`src/rtl/adder_result_accumulator.sv`:
```
// Accumulates BURST_LEN adder results {Carry_out, Sum} into a registered total and
// presents each burst total on a valid/ready port, with a sticky overflow flag.
module adder_result_accumulator #(
    parameter int WIDTH     = 4,
    parameter int ACC_WIDTH = 8,
    parameter int BURST_LEN = 4
) (
    input  logic                             Clk,
    input  logic                             Rst,
    input  logic [WIDTH-1:0]                 Sum,
    input  logic                             Carry_out,
    input  logic                             In_valid,
    output logic                             In_ready,
    input  logic                             Clear,
    output logic [ACC_WIDTH-1:0]             Acc_out,
    output logic                             Acc_valid,
    input  logic                             Acc_ready,
    output logic                             Overflow,
    output logic [$clog2(BURST_LEN+1)-1:0]   Count
);

    localparam int CNT_W = $clog2(BURST_LEN + 1);
    localparam logic [CNT_W-1:0] LAST_CNT = CNT_W'(BURST_LEN - 1);

    typedef enum logic {ACCUM, HOLD} state_t;

    state_t                 state, state_nxt;
    logic [ACC_WIDTH-1:0]   acc, acc_nxt;
    logic [CNT_W-1:0]       count, count_nxt;
    logic                   ovf, ovf_nxt;
    logic [ACC_WIDTH:0]     sum_wide;

    // One bit wider than the accumulator so the wrap shows up as the top bit.
    function automatic logic [ACC_WIDTH:0] add_wide(input logic [ACC_WIDTH-1:0] a,
                                                    input logic [WIDTH:0]       r);
        return {1'b0, a} + (ACC_WIDTH+1)'(r);
    endfunction

    assign sum_wide = add_wide(acc, {Carry_out, Sum});

    always_ff @(posedge Clk or posedge Rst) begin
        if (Rst) begin
            state <= ACCUM;
            acc   <= '0;
            count <= '0;
            ovf   <= 1'b0;
        end else begin
            state <= state_nxt;
            acc   <= acc_nxt;
            count <= count_nxt;
            ovf   <= ovf_nxt;
        end
    end

    always_comb begin
        state_nxt = state;
        acc_nxt   = acc;
        count_nxt = count;
        ovf_nxt   = ovf;
        if (Clear) begin
            // Abort wins over both a simultaneous accept and a simultaneous transfer.
            state_nxt = ACCUM;
            acc_nxt   = '0;
            count_nxt = '0;
            ovf_nxt   = 1'b0;
        end else begin
            case (state)
                ACCUM: begin
                    if (In_valid) begin
                        acc_nxt   = sum_wide[ACC_WIDTH-1:0];
                        count_nxt = count + CNT_W'(1);
                        if (sum_wide[ACC_WIDTH]) ovf_nxt = 1'b1;
                        if (count == LAST_CNT) state_nxt = HOLD;
                    end
                end
                HOLD: begin
                    if (Acc_ready) begin
                        state_nxt = ACCUM;
                        acc_nxt   = '0;
                        count_nxt = '0;
                        ovf_nxt   = 1'b0;
                    end
                end
                default: state_nxt = ACCUM;
            endcase
        end
    end

    assign In_ready  = (state == ACCUM);
    assign Acc_valid = (state == HOLD);
    assign Acc_out   = acc;
    assign Overflow  = ovf;
    assign Count     = count;

endmodule

```
`config.mk`:
```
export PLATFORM = sky130hd
export DESIGN_NAME = adder_result_accumulator
export DESIGN_NICKNAME = d
export VERILOG_FILES = /design/src/rtl/adder_result_accumulator.sv
export SDC_FILE = /design/constraint.sdc
export NUM_CORES = 1
export LEC_CHECK = 0
export ABC_CLOCK_PERIOD_IN_PS = 3300
export CORE_UTILIZATION = 40
export DETAILED_ROUTE_END_ITERATION = 6
export PLACE_DENSITY = 0.71
export SYNTH_ARGS = -nofsm -noshare
export SYNTH_HDL_FRONTEND = slang
export SYNTH_SLANG_ARGS = --single-unit
```
`constraint.sdc`:
```
create_clock -name Clk -period 3.3 [get_ports Clk]
set_input_delay 0.66 -clock Clk [delete_from_list [all_inputs] [get_ports Clk]]
set_output_delay 0.66 -clock Clk [all_outputs]
set_load 0.1 [all_outputs]
```
==> results of run 1 <==
registers in the layout, summed over array words and instances (netlist names):
| signal | cells |
|---|---|
| Acc_out | 8 |
| Acc_valid | 1 |
| Count | 3 |
| Overflow | 1 |
per-stage QoR:
step                      setup WS [ns]  cell area (µm²)  instances  util [%]  power (mW)
after global placement            0.755              982        117      56.3       0.369
after detailed placement          0.728              982        117      56.3       0.371
after CTS                          1.02             1010        121      57.8       0.468
final                              1.01             1010        121      57.8       0.461
after global routing              0.971             1010        121      57.8       0.489
after floorplan                   0.965              761         70         -       0.325
metal layers:
metal	track usage [%]	wire length (µm)	up-vias
li1	-	-	316
met3	5.95	83	2
met4	5.45	12	0
met5	0	0	-
met2	26.9	732	19
met1	22.4	698	306
synthesized netlist by cell type:
cell type	n	area share, %
a41oi_1	1	1.2
fa_1	1	2.6
a21o_1	2	2.0
a21o_2	1	1.2
inv_1	4	2.0
nand2b_1	2	1.6
nor2_1	4	2.0
nand2_1	5	2.5
a211oi_2	1	1.6
a22o_1	5	5.8
buf_2	1	0.66
dfrtp_1	13	43
or4_1	1	0.99
a2bb2oi_1	1	1.2
ha_1	7	12
a32o_1	1	1.3
a311oi_1	1	1.2
and2_1	2	1.6
xnor2_1	1	1.2
nand3_1	1	0.66
nor2b_1	1	0.82
mux2_2	1	1.5
a211o_1	1	1.2
o31ai_1	1	0.99
a211oi_1	2	2.0
a21oi_1	5	3.3
o32ai_1	1	1.2
mux2i_1	2	2.6
xor2_1	1	1.2
cells in the final DEF (no fill, tap or decap), types with 3 or more instances in the layout:
cell type	n
clkbuf_4	3
clkdlybuf4s50_1	9
inv_1	4
dfrtp_1	13
ha_1	7
nor2_1	4
a22o_1	5
buf_4	14
nand2_1	5
a21oi_1	5
cell type report:
| type | count | area [µm²] | share of cell area, % |
|---|---|---|---|
| Clock buffer | 4 | 26.3 | 2.61 |
| Inverter | 4 | 15.0 | 1.49 |
| Sequential cell | 13 | 325 | 32.3 |
| Multi-Input combinational cell | 52 | 415 | 41.2 |
| Timing Repair Buffer | 23 | 195 | 19.4 |
| Tap cell | 25 | 31.3 | 3.10 |
cell families after synthesis:
group	after synthesis
AO/OA/AOI/OAI	23
AND/OR/NAND/NOR	16
flip-flops	13
adder cells (fa/ha/maj)	8
buffers and inverters	5
multiplexers	3
XOR/XNOR	2
worst paths after layout:
| check | end | slack (ns) | cells after the start |
|---|---|---|---|
| worst min register to register | Count[1] | 0.54 | 1 |
| max in group asynchronous | Acc_out[0] | 2.27 | 2 |
| worst max-delay path | Acc_out[4] | 1.01 | 6 |
| min in group asynchronous | Count[0] | 0.70 | 2 |
| worst max register to register | Acc_out[4] | 1.42 | 5 |
| worst min-delay path | Count[1] | 0.54 | 1 |
power groups by stage:
stage | logic, mW | clock network (mW) | registers (mW)
6_report | 0.185 | 0.0939 | 0.182
5_1_grt | 0.198 | 0.108 | 0.183
4_1_cts | 0.187 | 0.0997 | 0.182
3_5_place_dp | 0.186 | 0 | 0.185
3_3_place_gp | 0.184 | 0 | 0.184
2_1_floorplan | 0.0600 | 0 | 0.265
==> metrics.csv, run 1 <==
stage,metric,value,unit
logic_synthesis,Synth Area in Adders,14.1,%
worst_setup_path,critical path startpoint,Sum[0],
clocking,Post-CTS Hold Fix Bufs,0,
grt,first-pass GRT wire length,2500,µm
worst_setup_path,Critical Path AT,2.45,ns
placement,Detailed Place HPWL,1220,µm
timing,Fin Clk Skew,0.00328,ns
floorplanning,Die Footprint,2080,µm²
grt,vias in the first global route,594,
power,clock power share,20.4,%
finish,number of diodes,0,
worst_setup_path,CP max-delay cell,clkdlybuf4s50_1,
floorplanning,row cnt,15,
clocking,Skew-Pair Late Insertion Delay,0.27,ns
timing,final worst-path cycle share,69.3,%
route,# DRC,0,
timing,WHS,0.539,ns
timing,Slew @ Worst Pin,0.732,ns
grt,initial antenna violation count,0,
timing,final setup TNS,0,ns
worst_setup_path,Setup Crit Path Kind,in2reg,
logic_synthesis,number of synthesized register bits,13,
floorplanning,chip height,45.6,µm
worst_setup_path,worst-path maximum fanout,3,
logic_synthesis,Post-Synth Simple-Gate Area,10.2,%
worst_setup_path,CP Data Required Time,3.46,ns
floorplanning,die outline width,45.6,µm
power,Flop pwr share,39.4,%
placement,port bufs,23,
logic_synthesis,Syn Area/Cell,10.9,µm²
clocking,Setup Buffers After CTS,0,
clocking,clk sink count,13,
route,mean number of vias per cell,5.31,
worst_setup_path,buffers and inverters on the worst path,1,
status,status,completed,
placement,GPL Wtd Cong,0.771,
clocking,root buffer cell,clkbuf_4,
clocking,cts bufs inserted,3,
clocking,clock-pin slew on the worst setup and hold paths,0.07,ns
finish,Synth-to-Final Area Change,32.6,%
floorplanning,initial core utilization,43.6,%
logic_synthesis,largest family of logic cells by synthesized area,compound AO/OA/AOI/OAI gates,
clocking,post-CTS sizing,0,
grt,pin count of the biggest net entering global routing,14,
timing,f_max,437,MHz
timing,Final min period,2.29,ns
worst_setup_path,crit path capture type,flop,
power,switch share,40.9,%
timing,RSZ-0062 raised after global routing,no,
logic_synthesis,Synth Area in XOR/XNOR,2.30,%
logic_synthesis,Post-Synthesis Cells,70,
worst_setup_path,"Largest stage delay, worst path",0.41,ns
finish,share of cells above drive strength 1,20.8,%
grt,Total GRT Usage,17.3,%
clocking,H-tree depth,1,
timing,final hold violations,0,
job,Max Cap Viol,0,
timing,worst rel slew slack,51.0,%
route,Pre-antenna DRT Iters,4,
route,routed wire length,1530,µm
finish,post-layout net count,115,
power,Lkg Pwr,0.491,nW
logic_synthesis,synth unique cells,29,
timing,Final setup viols,0,
clocking,CTS tree,yes,
logic_synthesis,Syn. warnings,0,
worst_setup_path,reg2reg start,Acc_out[0],
grt,total congestion overflow,0,
logic_synthesis,Compound-Gate Fraction of Synth Area,23.8,%
worst_setup_path,CP cell instances,clkdlybuf4s50_1 -> ha_1 -> fa_1 -> a21o_1 -> a211o_1 -> a32o_1,
floorplanning,core box area,1750,µm²
worst_setup_path,cell family with most CP delay,compound AO/OA/AOI/OAI gates,
route,Via Count,643,
route,1st-iter DRT viols,7,
hold_path,Hold Path Class,reg2reg,
worst_setup_path,CP Launch Type,input port,
hold_path,Hold Path Origin,Count[1],
power,pwr dens,457,nW/µm²
route,DRT antenna net count,0,
power,combinational share of power,40.2,%
power,sw power,0.189,mW
timing,fin. max-slew vios,0,
power,Peak VDD IR,0.276,mV
logic_synthesis,post-synthesis sequential area ratio,42.8,%
finish,Fillers,162,
floorplanning,I/O pin total,24,
clocking,CTS max path bufs,2,
logic_synthesis,mux contribution to synthesized area,4.11,%
logic_synthesis,Syn Nets,88,
route,Routed WL per cell,12.6,µm
power,internal power,0.272,mW
logic_synthesis,Syn Std Cell Area,761,µm²
No activity file was read; power rests on OpenSTA's default activity.
==> run 2, diff against run 1 <==
Settings changed: ABC_CLOCK_PERIOD_IN_PS 3300 to 2100, PLACE_DENSITY 0.71 to 0.73.
Clock period 3.3 ns to 2.1 ns, I/O delays scaled along.
==> run 2 against run 1 <==
  * Non-clock buffer count grew 8
  * Sequential power grew 57%
  * Hold slack lost 0.085 ns
  * Combinational power grew 69%
  * First-iteration DRC count grew 29%
  * Highest routed layer unchanged
  * Routed wire length grew 5.1%
  * Sequential share of layout area shrank 1.6 points
  * Critical endpoint unchanged
  * Utilization grew 3.7 points
  * Largest cell class unchanged
  * Critical path type unchanged
==> metrics.csv, run 2 (synthesis results as in run 1) <==
stage,metric,value,unit,change
status,status,completed,,
grt,total congestion overflow,0,,unchanged
worst_setup_path,Worst R2R End,Acc_out[4],,
clocking,CTS tree,yes,,
worst_setup_path,register-to-register setup slack,0.21,ns,-1.21 ns
route,Via Count,660,,+2.6%
clocking,clock-pin slew on the worst setup and hold paths,0.07,ns,about the same
worst_setup_path,CP max-delay cell,clkdlybuf4s50_1,,
timing,final worst-path cycle share,96.3,%,
grt,global route hottest layer,met2,,
route,1st-iter DRT viols,9,,+2
clocking,post-CTS sizing,0,,unchanged
clocking,H-tree depth,1,,unchanged
timing,Slew @ Worst Pin,0.485,ns,-0.247 ns
worst_setup_path,Critical Path AT,2.19,ns,-0.26 ns
floorplanning,initial core utilization,43.6,%,unchanged
worst_setup_path,cell family with most CP delay,compound AO/OA/AOI/OAI gates,,
job,Max Cap Viol,0,,unchanged
worst_setup_path,buffers and inverters on the worst path,1,,unchanged
route,Routed WL per cell,12.4,µm,-1.4%
worst_setup_path,r2r worst-path depth,5,,unchanged
worst_setup_path,CP Depth,6,,unchanged
power,Peak VDD IR,0.452,mV,+64%
worst_setup_path,CP Data Required Time,2.27,ns,-1.19 ns
placement,Inst Count DP,125,,+6.8%
route,Pre-antenna DRT Iters,4,,unchanged
grt,vias in the first global route,608,,+2.4%
placement,placed instance area,1050,µm²,+6.5%
power,Final Power,0.751,mW,+63%
worst_setup_path,"Largest stage delay, worst path",0.40,ns,about the same
worst_setup_path,worst-path maximum fanout,3,,unchanged
placement,port bufs,23,,unchanged
finish,"Cell Count, Final, Fillers Out",129,,+6.6%
finish,Synth-to-Final Area Change,41.0,%,
worst_setup_path,reg2reg start,Acc_out[0],,
finish,most frequent cells in the layout,"buf_4 (22), dfrtp_1 (10), clkdlybuf4s50_1 (9)",,
grt,initial antenna violation count,0,,unchanged
timing,worst rel slew slack,67.6,%,+17 points
clocking,clk sink count,13,,unchanged
worst_setup_path,Setup Crit Path Kind,in2reg,,
timing,final hold violations,0,,unchanged
floorplanning,core box area,1750,µm²,unchanged
finish,post-layout net count,123,,+7.0%
finish,share of cells above drive strength 1,29.8,%,+9.0 points
floorplanning,chip height,45.6,µm,unchanged
placement,GPL Wtd Cong,0.792,,+2.6%
clocking,Post-CTS Hold Fix Bufs,0,,unchanged
timing,Final min period,2.02,ns,
grt,grt met1 use,22.2,%,-0.22 points
clocking,CTS max path bufs,2,,unchanged
clocking,root buffer cell,clkbuf_4,,
timing,f_max,494,MHz,
grt,grt met3 use,5.95,%,unchanged
timing,Fin Clk Skew,0.000559,ns,-0.00272 ns
worst_setup_path,crit path to,Acc_out[4],,
floorplanning,Die Footprint,2080,µm²,unchanged
clocking,cts bufs inserted,3,,unchanged
route,# DRC,0,,unchanged
grt,Total GRT Usage,18.0,%,+0.74 points
grt,pin count of the biggest net entering global routing,14,,unchanged
finish,max reg flops,8,,unchanged
route,mean number of vias per cell,5.12,,-3.7%
finish,number of diodes,0,,unchanged
route,routed wire length,1600,µm,+5.1%
floorplanning,die outline width,45.6,µm,unchanged
floorplanning,I/O pin total,24,,unchanged
timing,fin. max-slew vios,0,,unchanged
grt,met2 Track Usage GR,28.9,%,+2.0 points
clocking,Skew-Pair Late Insertion Delay,0.28,ns,about the same
power,Lkg Pwr,0.526,nW,+7.2%
worst_setup_path,crit path capture type,flop,,
power,pwr dens,700,nW/µm²,+53%
hold_path,Hold Path Class,in2async,,
grt,first-pass GRT wire length,2590,µm,+3.6%
timing,RSZ-0062 raised after global routing,no,,
worst_setup_path,CP cell instances,clkdlybuf4s50_1 -> ha_1 -> fa_1 -> a21o_1 -> a211o_1 -> a32o_1,,
route,DRT antenna net count,0,,unchanged
placement,Detailed Place HPWL,1270,µm,+4.0%
worst_setup_path,CP Launch Type,input port,,
finish,"Design Area, Final",1070,µm²,+6.3%
worst_setup_path,critical path startpoint,Sum[0],,
floorplanning,row cnt,15,,unchanged
clocking,Setup Buffers After CTS,0,,unchanged
finish,"most common cell after layout, fill and taps aside",buf_4,,
timing,Final setup viols,0,,unchanged
[run 2: cell types whose count changed in the layout (fill, tap and decap cells not counted), sizes merged]
cell	delta
buf	+8
[run 2: stage by stage]
step	setup TNS, ns	hold WS (ns)	setup WS [ns]	util [%]
after floorplan	-0.0826	0.297	-0.0826	-
after global placement	-0.294	0.510	-0.185	59.9
after detailed placement	-0.349	0.514	-0.208	59.9
after CTS	0	0.469	0.0884	61.4
after global routing	0	0.512	0.0159	61.4
final	0	0.454	0.0776	61.4
[run 2: area by class of cell]
| type | instances | area [µm²] |
|---|---|---|
| multi-input cells | 52 | 415 |
| flip-flops and latches | 13 | 329 |
| inverters | 4 | 15.0 |
| clock buffers | 4 | 26.3 |
| well taps | 25 | 31.3 |
| fillers | 155 | 673 |
| repair buffers | 31 | 255 |
[run 2: report_power, final]
| group | switching (mW) | total, mW | internal [mW] |
|---|---|---|---|
| Sequential | 0.0170 | 0.286 | 0.269 |
| Clock | 0.0797 | 0.153 | 0.0738 |
| Combinational | 0.210 | 0.312 | 0.102 |
[run 2: layer usage]
| layer | wire (µm) | part of all wire (%) |
|---|---|---|
| met3 | 64 | 4.0 |
| met2 | 761 | 47 |
| met5 | 0 | 0 |
| met1 | 748 | 47 |
| met4 | 28 | 1.7 |
[run 2: worst min path at each step]
stage | end | cells after the start
detailed placement | Acc_out[4] | 1
finish | Acc_out[3] | 2
global placement | Acc_out[4] | 1
global route | Count[1] | 2
floorplan | Acc_out[2] | 1
CTS | Count[0] | 2
